==> config.mk <==
export PLATFORM = sky130hd
export DESIGN_NAME = ltl_symbol_streamer
export DESIGN_NICKNAME = d
export VERILOG_FILES = /design/src/rtl/ltl_monitor_pkg.sv /design/src/rtl/ltl_symbol_fifo.sv /design/src/rtl/ltl_symbol_streamer.sv
export SDC_FILE = /design/constraint.sdc
export NUM_CORES = 1
export LEC_CHECK = 0
export BUFFER_PORTS_ARGS = -buffer_cell sky130_fd_sc_hd__buf_2
export CORE_ASPECT_RATIO = 1.5
export CORE_UTILIZATION = 35
export CTS_CLUSTER_SIZE = 8
export DETAILED_ROUTE_END_ITERATION = 8
export GPL_TIMING_DRIVEN = 0
export PLACE_DENSITY = 0.53
export SLEW_MARGIN = 20
export SYNTH_ARGS = -nofsm -noshare
export SYNTH_HDL_FRONTEND = slang
export SYNTH_SLANG_ARGS = --single-unit
==> constraint.sdc <==
create_clock -name clk_i -period 3.6 [get_ports clk_i]
set_input_delay 0.72 -clock clk_i [delete_from_list [all_inputs] [get_ports clk_i]]
set_output_delay 0.72 -clock clk_i [all_outputs]
set_load 0.02 [all_outputs]
==> src/rtl/ltl_monitor_pkg.sv <==
// ltl_monitor_pkg: shared symbol type, streamer states and symbol packing for the monitor interface
package ltl_monitor_pkg;
  localparam int SYMBOL_W = 8;
  typedef logic [SYMBOL_W-1:0] symbol_t;
  typedef enum logic [1:0] {RESET_HOLD, ARMED, STREAM} streamer_state_e;
  function automatic symbol_t pack_symbol(input logic [SYMBOL_W-2:0] prop);
    return {1'b0, prop};
  endfunction
endpackage

==> src/rtl/ltl_symbol_fifo.sv <==
// ltl_symbol_fifo: small power-of-two FIFO with registered pointers/level and synchronous clear
module ltl_symbol_fifo #(
  parameter int DEPTH = 4,
  parameter int WIDTH = 7
) (
  input  logic                     clk_i,
  input  logic                     rst_ni,
  input  logic                     clear_i,
  input  logic                     push_i,
  input  logic                     pop_i,
  input  logic [WIDTH-1:0]         din_i,
  output logic [WIDTH-1:0]         head_o,
  output logic                     full_o,
  output logic                     empty_o,
  output logic [$clog2(DEPTH):0]   level_o
);
  localparam int AW = $clog2(DEPTH);
  logic [WIDTH-1:0] mem [DEPTH];
  logic [AW-1:0] wr_ptr, rd_ptr;
  assign head_o  = mem[rd_ptr];
  assign full_o  = level_o == (AW+1)'(DEPTH);
  assign empty_o = level_o == '0;
  always_ff @(posedge clk_i)
    if (push_i) mem[wr_ptr] <= din_i;
  always_ff @(posedge clk_i) begin
    if (!rst_ni || clear_i) begin
      wr_ptr  <= '0;
      rd_ptr  <= '0;
      level_o <= '0;
    end else begin
      if (push_i) wr_ptr <= wr_ptr + 1'b1;
      if (pop_i) rd_ptr <= rd_ptr + 1'b1;
      level_o <= level_o + (AW+1)'(push_i) - (AW+1)'(pop_i);
    end
  end
endmodule

==> src/rtl/ltl_symbol_streamer.sv <==
// ltl_symbol_streamer: buffers proposition vectors and streams symbols with monitor reset sequencing
module ltl_symbol_streamer
  import ltl_monitor_pkg::*;
#(
  parameter int NPROP        = 7,
  parameter int DEPTH        = 4,
  parameter int RESET_CYCLES = 2,
  parameter int CNT_W        = 32
) (
  input  logic                     clk_i,
  input  logic                     rst_ni,
  input  logic                     ev_valid_i,
  input  logic [NPROP-1:0]         ev_prop_i,
  output logic                     ev_ready_o,
  input  logic                     flush_i,
  output symbol_t                  symbols_o,
  output logic                     run_o,
  output logic                     monitor_reset_o,
  output logic [CNT_W-1:0]         sym_count_o,
  output logic [$clog2(DEPTH):0]   fifo_level_o
);
  localparam int HW = $clog2(RESET_CYCLES + 1);
  streamer_state_e state, state_n;
  logic [HW-1:0] hold_cnt;
  logic [NPROP-1:0] head;
  logic full, empty, push;
  ltl_symbol_fifo #(.DEPTH(DEPTH), .WIDTH(NPROP)) u_fifo (
    .clk_i   (clk_i),
    .rst_ni  (rst_ni),
    .clear_i (flush_i),
    .push_i  (push),
    .pop_i   (run_o),
    .din_i   (ev_prop_i),
    .head_o  (head),
    .full_o  (full),
    .empty_o (empty),
    .level_o (fifo_level_o)
  );
  // ARMED leaves on registered occupancy, so STREAM always opens with a symbol ready
  always_comb begin
    ev_ready_o      = !full && state != RESET_HOLD && !flush_i;
    push            = ev_valid_i && ev_ready_o;
    run_o           = state == STREAM && !empty;
    monitor_reset_o = state != STREAM;
    symbols_o       = run_o ? pack_symbol((SYMBOL_W-1)'(head)) : '0;
    state_n         = state == RESET_HOLD ? (hold_cnt == HW'(RESET_CYCLES - 1) ? ARMED : RESET_HOLD)
                    : state == ARMED      ? (empty ? ARMED : STREAM)
                    : STREAM;
  end
  always_ff @(posedge clk_i) begin
    if (!rst_ni || flush_i) begin
      state       <= RESET_HOLD;
      hold_cnt    <= '0;
      sym_count_o <= '0;
    end else begin
      state    <= state_n;
      hold_cnt <= state_n == RESET_HOLD ? hold_cnt + 1'b1 : '0;
      if (run_o && !(&sym_count_o)) sym_count_o <= sym_count_o + 1'b1;
    end
  end
endmodule

==> results of run 1 <==
## how the worst min path moves through the flow
stage / from / endpoint / depth (start not counted)
CTS: hold_cnt[0] / hold_cnt[0] / 1
global route: hold_cnt[0] / hold_cnt[0] / 1
finish: hold_cnt[0] / hold_cnt[0] / 1
detailed placement: hold_cnt[0] / hold_cnt[0] / 1
global placement: hold_cnt[0] / hold_cnt[0] / 1
floorplan: hold_cnt[0] / hold_cnt[0] / 1
## cell usage in the layout, fill, tap and decap left out, types with 8 or more instances in the layout
| cell type | instances |
|---|---|
| sky130_fd_sc_hd__clkbuf_16 | 9 |
| sky130_fd_sc_hd__a21oi_1 | 22 |
| sky130_fd_sc_hd__o31ai_1 | 14 |
| sky130_fd_sc_hd__and3_2 | 11 |
| sky130_fd_sc_hd__dfxtp_1 | 45 |
| sky130_fd_sc_hd__or4_1 | 13 |
| sky130_fd_sc_hd__or3_1 | 14 |
| sky130_fd_sc_hd__nand2_1 | 19 |
| sky130_fd_sc_hd__ha_1 | 8 |
| sky130_fd_sc_hd__edfxtp_1 | 28 |
| sky130_fd_sc_hd__nand3_1 | 11 |
| sky130_fd_sc_hd__buf_2 | 55 |
| sky130_fd_sc_hd__nor2_1 | 18 |
## power groups by stage
stage	sequential [mW]	clock (mW)	combinational, mW
finish	0.860	0.908	0.0313
floorplan	0.878	0	0.0165
detailed placement	0.878	0	0.0321
CTS	0.860	0.936	0.0321
global route	0.860	0.967	0.0348
global placement	0.878	0	0.0314
## layout make-up
cell class	count	area [um2]	area share, %
repair buffers	55	275	6.51
clock inverters	7	77.6	1.83
flip-flops and latches	73	1740	41.2
plain buffers	17	126	2.99
multi-input cells	217	1610	37.9
inverters	9	36.3	0.857
well taps	115	144	3.40
clock buffers	9	225	5.32
## layer usage
metal / part of all wire (%) / wire length [um] / up-vias
li1: - / - / 1348
met5: 0 / 0 / -
met2: 54 / 4430 / 56
met4: 1.8 / 145 / 0
met3: 4.0 / 327 / 15
met1: 40 / 3300 / 1336
## registers in the layout (all words and copies together), names as in the netlist, named ones only
| register | flops |
|---|---|
| sym_count_o | 32 |
| u_fifo.level_o | 3 |
| u_fifo.mem | 28 |
| u_fifo.rd_ptr | 2 |
| hold_cnt | 2 |
| u_fifo.wr_ptr | 2 |
| state | 2 |
## cells by family (layout without fill, tap and decap cells)
group	Yosys count	count (layout)	synth area share, %
other	1	1	0.107
flip-flops	73	73	49.6
AND/OR/NAND/NOR	126	126	22.6
AO/OA/AOI/OAI	66	66	13.1
buffers and inverters	26	97	4.63
XOR/XNOR	6	6	1.50
adder cells (fa/ha/maj)	9	9	3.42
multiplexers	9	9	5.06
==> impl_metrics.env, run 1 <==
export IMPL_run_status="complete, no violations"
export IMPL_die_area_mm2=0.0104
export IMPL_synth_top_area_cells="sky130_fd_sc_hd__dfxtp_1 26%, sky130_fd_sc_hd__edfxtp_1 24%, sky130_fd_sc_hd__mux4_2 4.5%"
export IMPL_clock_sinks=73
export IMPL_grt_antenna_before_repair=0
export IMPL_sequence_of_cells_on_the_critical_path="or3_1 > clkbuf_1 > nand2_1 > clkinv_1 > ha_1 > inv_1 > ha_1 > inv_1 > fa_1 > xor2_1 > xnor2_1 > nor2_1"
export IMPL_clk_latency_ns=0.34
export IMPL_grt_pass1_vias=2722
export IMPL_floorplan_core_area_mm2=0.00969
export IMPL_async_reset_ff_share_pct=0
export IMPL_gr_usage_met3_pct=4.77
export IMPL_routabilityCongestion=0.751
export IMPL_synthesis_area_per_instance_um2=11.1
export IMPL_layoutNonFillerInstCount=502
export IMPL_critical_path_max_stage_delay_ns=0.39
export IMPL_cp_top_family="adder cells"
export IMPL_antenna_cells_inserted=0
export IMPL_clockBufferDepth=2
export IMPL_maximum_number_of_pins_on_one_net_before_global_route_repair=15
export IMPL_grt_most_used_layer="met2"
export IMPL_yosysWarningCount=0
export IMPL_report_final_hold_viol_count=0
export IMPL_yosysUniqueCellTypes=56
export IMPL_cts_tree="done"
export IMPL_max_cap_violations=0
export IMPL_worst_r2r_path_depth=12
export IMPL_worst_endpoint_required_ns=3.80
export IMPL_route_vias_total=2755
export IMPL_end_kind="flip-flop"
export IMPL_report_final_slew_viol_count=0
export IMPL_achievable_frequency_mhz=323
export IMPL_power_density_mw_per_mm2=425
export IMPL_regToRegStartpoint="u_fifo.level_o[2]"
export IMPL_yosysTopAreaCell="sky130_fd_sc_hd__dfxtp_1"
export IMPL_global_route_wire_length_before_repair_um=13500
export IMPL_num_io_pins=57
export IMPL_yosys_cell_count_top_type="sky130_fd_sc_hd__dfxtp_1"
export IMPL_dp_final_hpwl_um=5910
export IMPL_post_route_min_period_ns=3.10
export IMPL_postSynthNetCount=336
export IMPL_clockPowerShare_pct=50.5
export IMPL_number_of_flops_mapped_to_enable_cells_by_yosys=28
export IMPL_dpl_instance_area_mm2=0.00393
export IMPL_tritoncts_buffers=9
export IMPL_groute_layer_met2_usage_pct=29.6
export IMPL_crit_end="u_fifo.level_o[2]"
export IMPL_layout_area_overhead_vs_synth_pct=20.6
export IMPL_leakage_component_of_the_power_nw=1.53
export IMPL_yosys_most_used_dff="sky130_fd_sc_hd__dfxtp_1"
export IMPL_stdcell_area_mm2=0.00423
export IMPL_critical_path_max_fanout=10
export IMPL_synthDominantCellAreaShare_pct=25.7
export IMPL_floorplan_die_height_um=125
export IMPL_worstPathBufferInverterCount=4
export IMPL_start_point_of_the_critical_path="u_fifo.level_o[2]"
export IMPL_worst_slew_pin_slew_ns=0.651
export IMPL_ant_nets=0
export IMPL_total_power_mw=1.80
export IMPL_cts_resized=0
export IMPL_initial_drt_pass_iterations=4
export IMPL_ys_seq_area_share_pct=49.6
export IMPL_syn_instance_count=316
export IMPL_worstSetupPathType="reg -> reg"
export IMPL_initial_util_pct=36.2
export IMPL_layout_setup_ws_ns=0.501
export IMPL_nNetsFinal=402
export IMPL_grt_remaining_overflow=0
export IMPL_internal_power_mw=1.41
export IMPL_min_period_over_period_pct=86.1
export IMPL_clock_root_buffer="sky130_fd_sc_hd__clkbuf_16"
export IMPL_grt_met1_usage_pct=18.3
export IMPL_holdWs_ns=0.425
export IMPL_htreeDepth=3
export IMPL_die_width_um=83.8
export IMPL_ir_drop_mv=0.352
export IMPL_drt_vias_per_instance=5.49
export IMPL_netlist_top_cells_count="45 x sky130_fd_sc_hd__dfxtp_1, 28 x sky130_fd_sc_hd__edfxtp_1, 22 x sky130_fd_sc_hd__a21oi_1"
export IMPL_ys_seq_elements=73
export IMPL_start_kind="flip-flop"
export IMPL_layout_drive_gt1_share_pct=31.3
export IMPL_routedWlPerCell_um=16.3
export IMPL_rsz0062_at_grt="no"
export IMPL_cts_repair_timing_setup_buffer_count=0
export IMPL_net_switching_mw=0.387
export IMPL_finalSetupViolations=0
export IMPL_timing_rr_end="u_fifo.level_o[2]"
export IMPL_placed_cells=486
export IMPL_placement_rows=44
export IMPL_postRouteWirelength_um=8210
export IMPL_finalCoreUtilization_pct=43.7
export IMPL_postCtsHoldBufs=0
export IMPL_critical_path_depth=12
export IMPL_detailedPlace_worstSlack_ns=0.481
export IMPL_pwr_share_comb_pct=1.7
export IMPL_tot_gr_track_use_pct=16.7
export IMPL_synth_cell_area_mm2=0.00351
export IMPL_timing_critical_path_arrival_ns=3.30
export IMPL_worst_path_cell_with_the_longest_stage_delay="sky130_fd_sc_hd__ha_1"
export IMPL_timing_slew_headroom_pct=56.2
export IMPL_swShare_pct=21.5
export IMPL_clkTransAtPathRegs_ns=0.05
export IMPL_clock_skew_ns=0.00837
export IMPL_final_setup_tns_ns=0
export IMPL_drcViolationCount=0
export IMPL_count_of_routing_violations_after_the_opening_detailed_route_iteration=82
export IMPL_worst_r2r_setup_slack_ns=0.50
export IMPL_port_buffers=55
export IMPL_sequentialPowerShare_pct=47.8
export IMPL_hp_class="reg -> reg"
export IMPL_fill_cells=925
(Power assumes the default switching activity.)
==> inputs of run 2 (changes only) <==
--- a/config.mk
+++ b/config.mk
@@ -10,7 +10,6 @@
 export CORE_UTILIZATION = 35
 export CTS_CLUSTER_SIZE = 8
 export DETAILED_ROUTE_END_ITERATION = 8
-export GPL_TIMING_DRIVEN = 0
 export PLACE_DENSITY = 0.53
 export SLEW_MARGIN = 20
 export SYNTH_ARGS = -nofsm -noshare
==> run 2 against run 1 <==
  * Non-clock buffer count decreased by 12
  * Sequential power about the same
  * Via count decreased by 3.7%
  * Largest power group unchanged
  * Clock power increased by 2%
  * Die area unchanged
  * Critical endpoint unchanged
  * Count of clock-buffer cells in the layout unchanged
  * Fmax increased by 8.5%
  * Sequential share of layout area increased by 0.82 points
  * Clock skew decreased by 0.0013 ns
  * Critical path depth decreased by 1
  * Critical path type unchanged
  * Cell area decreased by 2.0%
  * Total power increased by 0.87%
==> impl_metrics.env, run 2 (synthesis results as in run 1) <==
export IMPL_drcViolationCount=0
export IMPL_ant_nets=0
export IMPL_die_width_um=83.8
export IMPL_maximum_number_of_pins_on_one_net_before_global_route_repair=27
export IMPL_postRouteWirelength_um=7800
export IMPL_report_final_hold_viol_count=0
export IMPL_sequentialPowerShare_pct=47.4
export IMPL_initial_drt_pass_iterations=4
export IMPL_leakage_component_of_the_power_nw=1.50
export IMPL_port_buffers=55
export IMPL_dp_final_hpwl_um=5650
export IMPL_run_status="complete, no violations"
export IMPL_cts_tree="done"
export IMPL_reg_largest_list="sym_count_o (32), u_fifo.mem (28), u_fifo.level_o (3)"
export IMPL_cts_resized=0
export IMPL_clock_root_buffer="sky130_fd_sc_hd__clkbuf_16"
export IMPL_worstSetupPathType="reg -> reg"
export IMPL_topRoutingLayerUsed="met4"
export IMPL_timing_critical_path_arrival_ns=3.07
export IMPL_layout_drive_gt1_share_pct=32.0
export IMPL_rsz0062_at_grt="no"
export IMPL_sequence_of_cells_on_the_critical_path="or3_1 > nand2_1 > clkinv_1 > ha_1 > inv_1 > ha_1 > inv_1 > fa_1 > xor2_1 > xnor2_1 > nor2_1"
export IMPL_timing_slew_headroom_pct=53.5
export IMPL_antenna_cells_inserted=0
export IMPL_grt_pass1_vias=2584
export IMPL_htreeDepth=3
export IMPL_grt_remaining_overflow=0
export IMPL_clock_skew_ns=0.00704
export IMPL_nNetsFinal=390
export IMPL_worst_endpoint_required_ns=3.81
export IMPL_initial_util_pct=36.2
export IMPL_tritoncts_buffers=9
export IMPL_pwr_share_comb_pct=1.6
export IMPL_die_area_mm2=0.0104
export IMPL_wl_met3_um=243
export IMPL_routedWlPerCell_um=15.9
export IMPL_ir_drop_mv=0.390
export IMPL_tot_gr_track_use_pct=15.6
export IMPL_clockPowerShare_pct=51.1
export IMPL_mostFrequentLayoutCells="55 x sky130_fd_sc_hd__buf_2, 45 x sky130_fd_sc_hd__dfxtp_1, 28 x sky130_fd_sc_hd__edfxtp_1"
export IMPL_layout_cells_most_common="sky130_fd_sc_hd__buf_2"
export IMPL_wl_met1_um=3320
export IMPL_post_route_min_period_ns=2.86
export IMPL_worstPathBufferInverterCount=3
export IMPL_power_density_mw_per_mm2=437
export IMPL_drt_vias_per_instance=5.42
export IMPL_clk_latency_ns=0.33
export IMPL_wl_met2_um=4120
export IMPL_net_switching_mw=0.397
export IMPL_worst_slew_pin_slew_ns=0.691
export IMPL_swShare_pct=21.9
export IMPL_clockBufferDepth=2
export IMPL_hp_class="reg -> reg"
export IMPL_internal_power_mw=1.42
export IMPL_cp_top_family="adder cells"
export IMPL_routabilityCongestion=0.740
export IMPL_postCtsHoldBufs=0
export IMPL_achievable_frequency_mhz=350
export IMPL_clkTransAtPathRegs_ns=0.06
export IMPL_count_of_routing_violations_after_the_opening_detailed_route_iteration=122
export IMPL_floorplan_die_height_um=125
export IMPL_end_kind="flip-flop"
export IMPL_floorplan_core_area_mm2=0.00969
export IMPL_critical_path_max_fanout=10
export IMPL_grt_antenna_before_repair=0
export IMPL_area_occupied_by_multi_input_gates_mm2=0.00161
export IMPL_ff_latch_area_mm2=0.00174
export IMPL_max_cap_violations=0
export IMPL_placement_rows=44
export IMPL_report_final_slew_viol_count=0
export IMPL_min_period_over_period_pct=79.4
export IMPL_fill_cells=944
export IMPL_largest_reg_flops=32
export IMPL_top_register="sym_count_o"
export IMPL_route_vias_total=2654
export IMPL_worst_path_cell_with_the_longest_stage_delay="sky130_fd_sc_hd__or3_1"
export IMPL_final_setup_tns_ns=0
export IMPL_global_route_wire_length_before_repair_um=12700
export IMPL_cts_repair_timing_setup_buffer_count=0
export IMPL_critical_path_max_stage_delay_ns=0.55
export IMPL_holdWs_ns=0.428
export IMPL_num_io_pins=57
export IMPL_clock_sinks=73
export IMPL_finalSetupViolations=0
export IMPL_start_kind="flip-flop"
export IMPL_layout_area_overhead_vs_synth_pct=18.2
==> run 2: final cells by class <==
type / instances / area share, %
Clock buffer: 9 / 5.43
Clock inverter: 7 / 2.02
Inverter: 9 / 0.875
Multi-Input combinational cell: 217 / 38.7
Sequential cell: 73 / 42.0
Tap cell: 115 / 3.47
Timing Repair Buffer: 60 / 7.54
==> run 2: layer usage <==
metal  vias to the layer above  global-route usage [%]
li1                       1321                       -
met1                      1277                    17.2
met2                        48                    28.4
met3                         8                    3.51
met4                         0                    6.28
met5                         -                       0
==> run 2: final timing paths <==
path,start,end,slack [ns],cells past startpoint
worst max-delay path,u_fifo.level_o[2],u_fifo.level_o[2],0.74,11
worst min-delay path,hold_cnt[0],hold_cnt[0],0.43,1
worst max register to register,u_fifo.level_o[2],u_fifo.level_o[2],0.74,11
worst min register to register,hold_cnt[0],hold_cnt[0],0.43,1
==> run 2: stage by stage <==
| step | worst slack [ns] | utilization [%] | area (um2) | total power, mW | std cells |
|---|---|---|---|---|---|
| floorplan | 0.751 | - | 3510 | 0.894 | 316 |
| global placement | 0.790 | 39.6 | 3840 | 0.906 | 474 |
| detailed placement | 0.698 | 39.6 | 3840 | 0.907 | 474 |
| CTS | 0.685 | 42.8 | 4150 | 1.83 | 490 |
| global route | 0.514 | 42.8 | 4150 | 1.87 | 490 |
| finish | 0.743 | 42.8 | 4150 | 1.82 | 490 |
==> run 2: power by group through the flow <==
stage                     sequential, mW  combinational, mW  clock [mW]
after floorplan                    0.878             0.0165           0
after global placement             0.878             0.0286           0
after detailed placement           0.878             0.0288           0
after CTS                          0.860             0.0289       0.941
after global routing               0.860             0.0315       0.976
final                              0.860             0.0282       0.927
==> inputs of run 3 (changes only) <==
--- a/config.mk
+++ b/config.mk
@@ -5,12 +5,13 @@
 export SDC_FILE = /design/constraint.sdc
 export NUM_CORES = 1
 export LEC_CHECK = 0
+export ABC_AREA = 1
 export BUFFER_PORTS_ARGS = -buffer_cell sky130_fd_sc_hd__buf_2
 export CORE_ASPECT_RATIO = 1.5
 export CORE_UTILIZATION = 35
 export CTS_CLUSTER_SIZE = 8
 export DETAILED_ROUTE_END_ITERATION = 8
-export PLACE_DENSITY = 0.53
+export PLACE_DENSITY = 0.54
 export SLEW_MARGIN = 20
 export SYNTH_ARGS = -nofsm -noshare
 export SYNTH_HDL_FRONTEND = slang
==> constraint.sdc (replaced) <==
create_clock -name clk_i -period 2.3 [get_ports clk_i]
set_input_delay 0.46 -clock clk_i [delete_from_list [all_inputs] [get_ports clk_i]]
set_output_delay 0.46 -clock clk_i [all_outputs]
set_load 0.02 [all_outputs]
==> run 3 against run 2 <==
  * Largest power group is now sequential cells
  * Largest cell class is now multi-input gates
  * Non-clock buffer count grew 8
  * Fmax is 38% higher
  * Cell count increased by 43%
  * Clock skew hardly changed
  * Die area grew 7.3%
  * Sequential power rose by 57%
  * Worst setup slack worse by 0.51 ns
  * Synthesized cell count grew 54%
  * First-iteration DRC count down 7.4%
==> impl_metrics.env, run 3 <==
export IMPL_number_of_flops_mapped_to_enable_cells_by_yosys=28
export IMPL_yosysTopAreaCell="sky130_fd_sc_hd__dfxtp_1"
export IMPL_cts_resized=0
export IMPL_postRouteWirelength_um=9160
export IMPL_grt_pass1_vias=3214
export IMPL_worst_endpoint_required_ns=2.51
export IMPL_layoutNonFillerInstCount=701
export IMPL_clock_root_buffer="sky130_fd_sc_hd__clkbuf_16"
export IMPL_initial_util_pct=35.8
export IMPL_timing_rr_end="u_fifo.level_o[2]"
export IMPL_antenna_cells_inserted=0
export IMPL_cp_top_family="adder cells"
export IMPL_routedWlPerCell_um=13.1
export IMPL_ys_seq_elements=73
export IMPL_htreeDepth=3
export IMPL_hold_path_startpoint="ev_prop_i[3]"
export IMPL_synthDominantCellAreaShare_pct=23.9
export IMPL_rsz0062_at_grt="no"
export IMPL_mostFrequentLayoutCells="103 x sky130_fd_sc_hd__nor2_1, 92 x sky130_fd_sc_hd__nand2_1, 55 x sky130_fd_sc_hd__buf_2"
export IMPL_run_status="complete, no violations"
export IMPL_global_route_wire_length_before_repair_um=15000
export IMPL_ir_drop_mv=0.411
export IMPL_post_route_min_period_ns=2.07
export IMPL_dp_final_hpwl_um=7150
export IMPL_floorplan_die_height_um=129
export IMPL_clk_latency_ns=0.33
export IMPL_critical_path_max_fanout=4
export IMPL_power_density_mw_per_mm2=586
export IMPL_detailedPlace_worstSlack_ns=0.218
export IMPL_layout_cells_most_common="sky130_fd_sc_hd__nor2_1"
export IMPL_die_area_mm2=0.0112
export IMPL_timing_critical_path_mode_cell="sky130_fd_sc_hd__inv_1"
export IMPL_floorplan_core_area_mm2=0.0105
export IMPL_count_of_routing_violations_after_the_opening_detailed_route_iteration=113
export IMPL_yosys_cell_count_top_type="sky130_fd_sc_hd__nor2_1"
export IMPL_reg_largest_list="sym_count_o (32), u_fifo.mem (28), u_fifo.level_o (3)"
export IMPL_layout_setup_ws_ns=0.232
export IMPL_maximum_number_of_pins_on_one_net_before_global_route_repair=29
export IMPL_start_kind="flip-flop"
export IMPL_drcViolationCount=0
export IMPL_initial_drt_pass_iterations=4
export IMPL_min_delay_worst_endpoint="u_fifo.mem[3][3]"
export IMPL_worstSetupPathType="reg -> reg"
export IMPL_yosysWarningCount=0
export IMPL_drt_vias_per_instance=4.76
export IMPL_holdWs_ns=0.346
export IMPL_cts_repair_timing_setup_buffer_count=0
export IMPL_num_io_pins=57
export IMPL_max_cap_violations=0
export IMPL_synthesis_area_per_instance_um2=7.76
export IMPL_worstPathBufferInverterCount=3
export IMPL_sequence_of_cells_on_the_critical_path="nor2_2 > nand2_2 > nand2_4 > inv_1 > ha_1 > inv_1 > ha_1 > inv_1 > fa_1 > xor2_1 > o21ai_0 > a21oi_1"
export IMPL_clockBufferDepth=2
export IMPL_worstHoldPathCells=1
export IMPL_achievable_frequency_mhz=483
export IMPL_clock_skew_ns=0.00655
export IMPL_layout_drive_gt1_share_pct=23.2
export IMPL_finalSetupViolations=0
export IMPL_routabilityCongestion=0.848
export IMPL_netlist_top_cells_count="105 x sky130_fd_sc_hd__nor2_1, 93 x sky130_fd_sc_hd__nand2_1, 45 x sky130_fd_sc_hd__dfxtp_1, 45 x sky130_fd_sc_hd__inv_1, 35 x sky130_fd_sc_hd__a21oi_1"
export IMPL_clock_sinks=73
export IMPL_ys_seq_area_share_pct=46.2
export IMPL_clkTransAtPathRegs_ns=0.05
export IMPL_final_setup_tns_ns=0
export IMPL_leakage_component_of_the_power_nw=1.76
export IMPL_tritoncts_buffers=9
export IMPL_nNetsFinal=572
export IMPL_worst_path_cell_with_the_longest_stage_delay="sky130_fd_sc_hd__fa_1"
export IMPL_hp_class="in -> reg"
export IMPL_layout_area_overhead_vs_synth_pct=19.2
export IMPL_async_reset_ff_share_pct=0
export IMPL_ant_nets=0
export IMPL_die_width_um=86.8
export IMPL_cts_tree="done"
export IMPL_placed_cells=685
export IMPL_critical_path_max_stage_delay_ns=0.37
export IMPL_fill_cells=1111
export IMPL_postCtsHoldBufs=0
export IMPL_grt_antenna_before_repair=0
export IMPL_grt_remaining_overflow=0
export IMPL_min_period_over_period_pct=89.9
export IMPL_regToRegStartpoint="u_fifo.level_o[1]"
export IMPL_largest_reg_flops=32
export IMPL_top_register="sym_count_o"
export IMPL_postSynthNetCount=506
export IMPL_placement_rows=46
export IMPL_route_vias_total=3336
export IMPL_synth_top_area_cells="sky130_fd_sc_hd__dfxtp_1 24%, sky130_fd_sc_hd__edfxtp_1 22%, sky130_fd_sc_hd__nor2_1 10%"
export IMPL_total_power_mw=2.64
export IMPL_worst_r2r_setup_slack_ns=0.23
export IMPL_synth_cell_area_mm2=0.00377
export IMPL_port_buffers=55
export IMPL_report_final_hold_viol_count=0
export IMPL_yosysUniqueCellTypes=35
export IMPL_report_final_slew_viol_count=0
export IMPL_end_kind="flip-flop"
export IMPL_worst_r2r_path_depth=12
export IMPL_tot_gr_track_use_pct=17.5
export IMPL_syn_instance_count=486
export IMPL_yosys_most_used_dff="sky130_fd_sc_hd__dfxtp_1"
export IMPL_timing_critical_path_arrival_ns=2.28
-- run 3: logic make-up (layout without fill, tap and decap cells) --
group                      after synthesis  after routing  synth area share, %
and+or+nand+nor                        276            276                 33.7
DFF                                     73             73                 46.2
buffers and inverters                   63            134                 7.83
AOI/OAI and AO/OA                       61             61                 8.26
adders and majority gates                9              9                 3.19
xor gates and xnor gates                 3              3                0.697
other                                    1              1               0.0994
-- run 3: area by class of cell --
type	instances	area (um2)	area share, %
Sequential cell	73	1750	38.8
Clock inverter	6	35.0	0.779
Multi-Input combinational cell	350	1750	38.8
Timing Repair Buffer	68	373	8.29
Tap cell	144	180	4.01
Inverter	50	188	4.17
Clock buffer	10	229	5.09
-- run 3: worst max-delay path by stage --
stage | slack, ns | from | endpoint | depth (start not counted)
2_1_floorplan | 0.04 | u_fifo.level_o[0] | u_fifo.level_o[2] | 13
3_3_place_gp | 0.31 | u_fifo.level_o[1] | u_fifo.level_o[2] | 12
3_5_place_dp | 0.22 | u_fifo.level_o[1] | u_fifo.level_o[2] | 12
4_1_cts | 0.21 | u_fifo.level_o[1] | u_fifo.level_o[2] | 12
5_1_grt | 0.06 | flip-flop | symbols_o[2] | 6
6_report | 0.23 | u_fifo.level_o[1] | u_fifo.level_o[2] | 12
-- run 3: metrics by stage --
| step | utilization [%] | cell area, um2 |
|---|---|---|
| floorplan | - | 3780 |
| global placement | 40.2 | 4230 |
| detailed placement | 40.2 | 4230 |
| CTS | 42.7 | 4500 |
| global route | 42.7 | 4500 |
| finish | 42.7 | 4500 |
-- run 3: per-layer routing --
| layer | part of all wire, % | vias to the layer above | GRT usage [%] | wire length (um) |
|---|---|---|---|---|
| met4 | 3.2 | 0 | 7.65 | 295 |
| met1 | 40 | 1554 | 17.8 | 3680 |
| met2 | 53 | 65 | 33.8 | 4840 |
| li1 | - | 1697 | - | - |
| met5 | 0 | - | 0 | 0 |
| met3 | 3.8 | 20 | 3.89 | 345 |
-- run 3: report_power, final --
| group | internal [mW] | total [mW] | switching [mW] |
|---|---|---|---|
| clock | 0.721 | 1.24 | 0.514 |
| combinational | 0.0192 | 0.0546 | 0.0354 |
| sequential | 1.34 | 1.35 | 0.00155 |
| total | 2.09 | 2.64 | 0.551 |
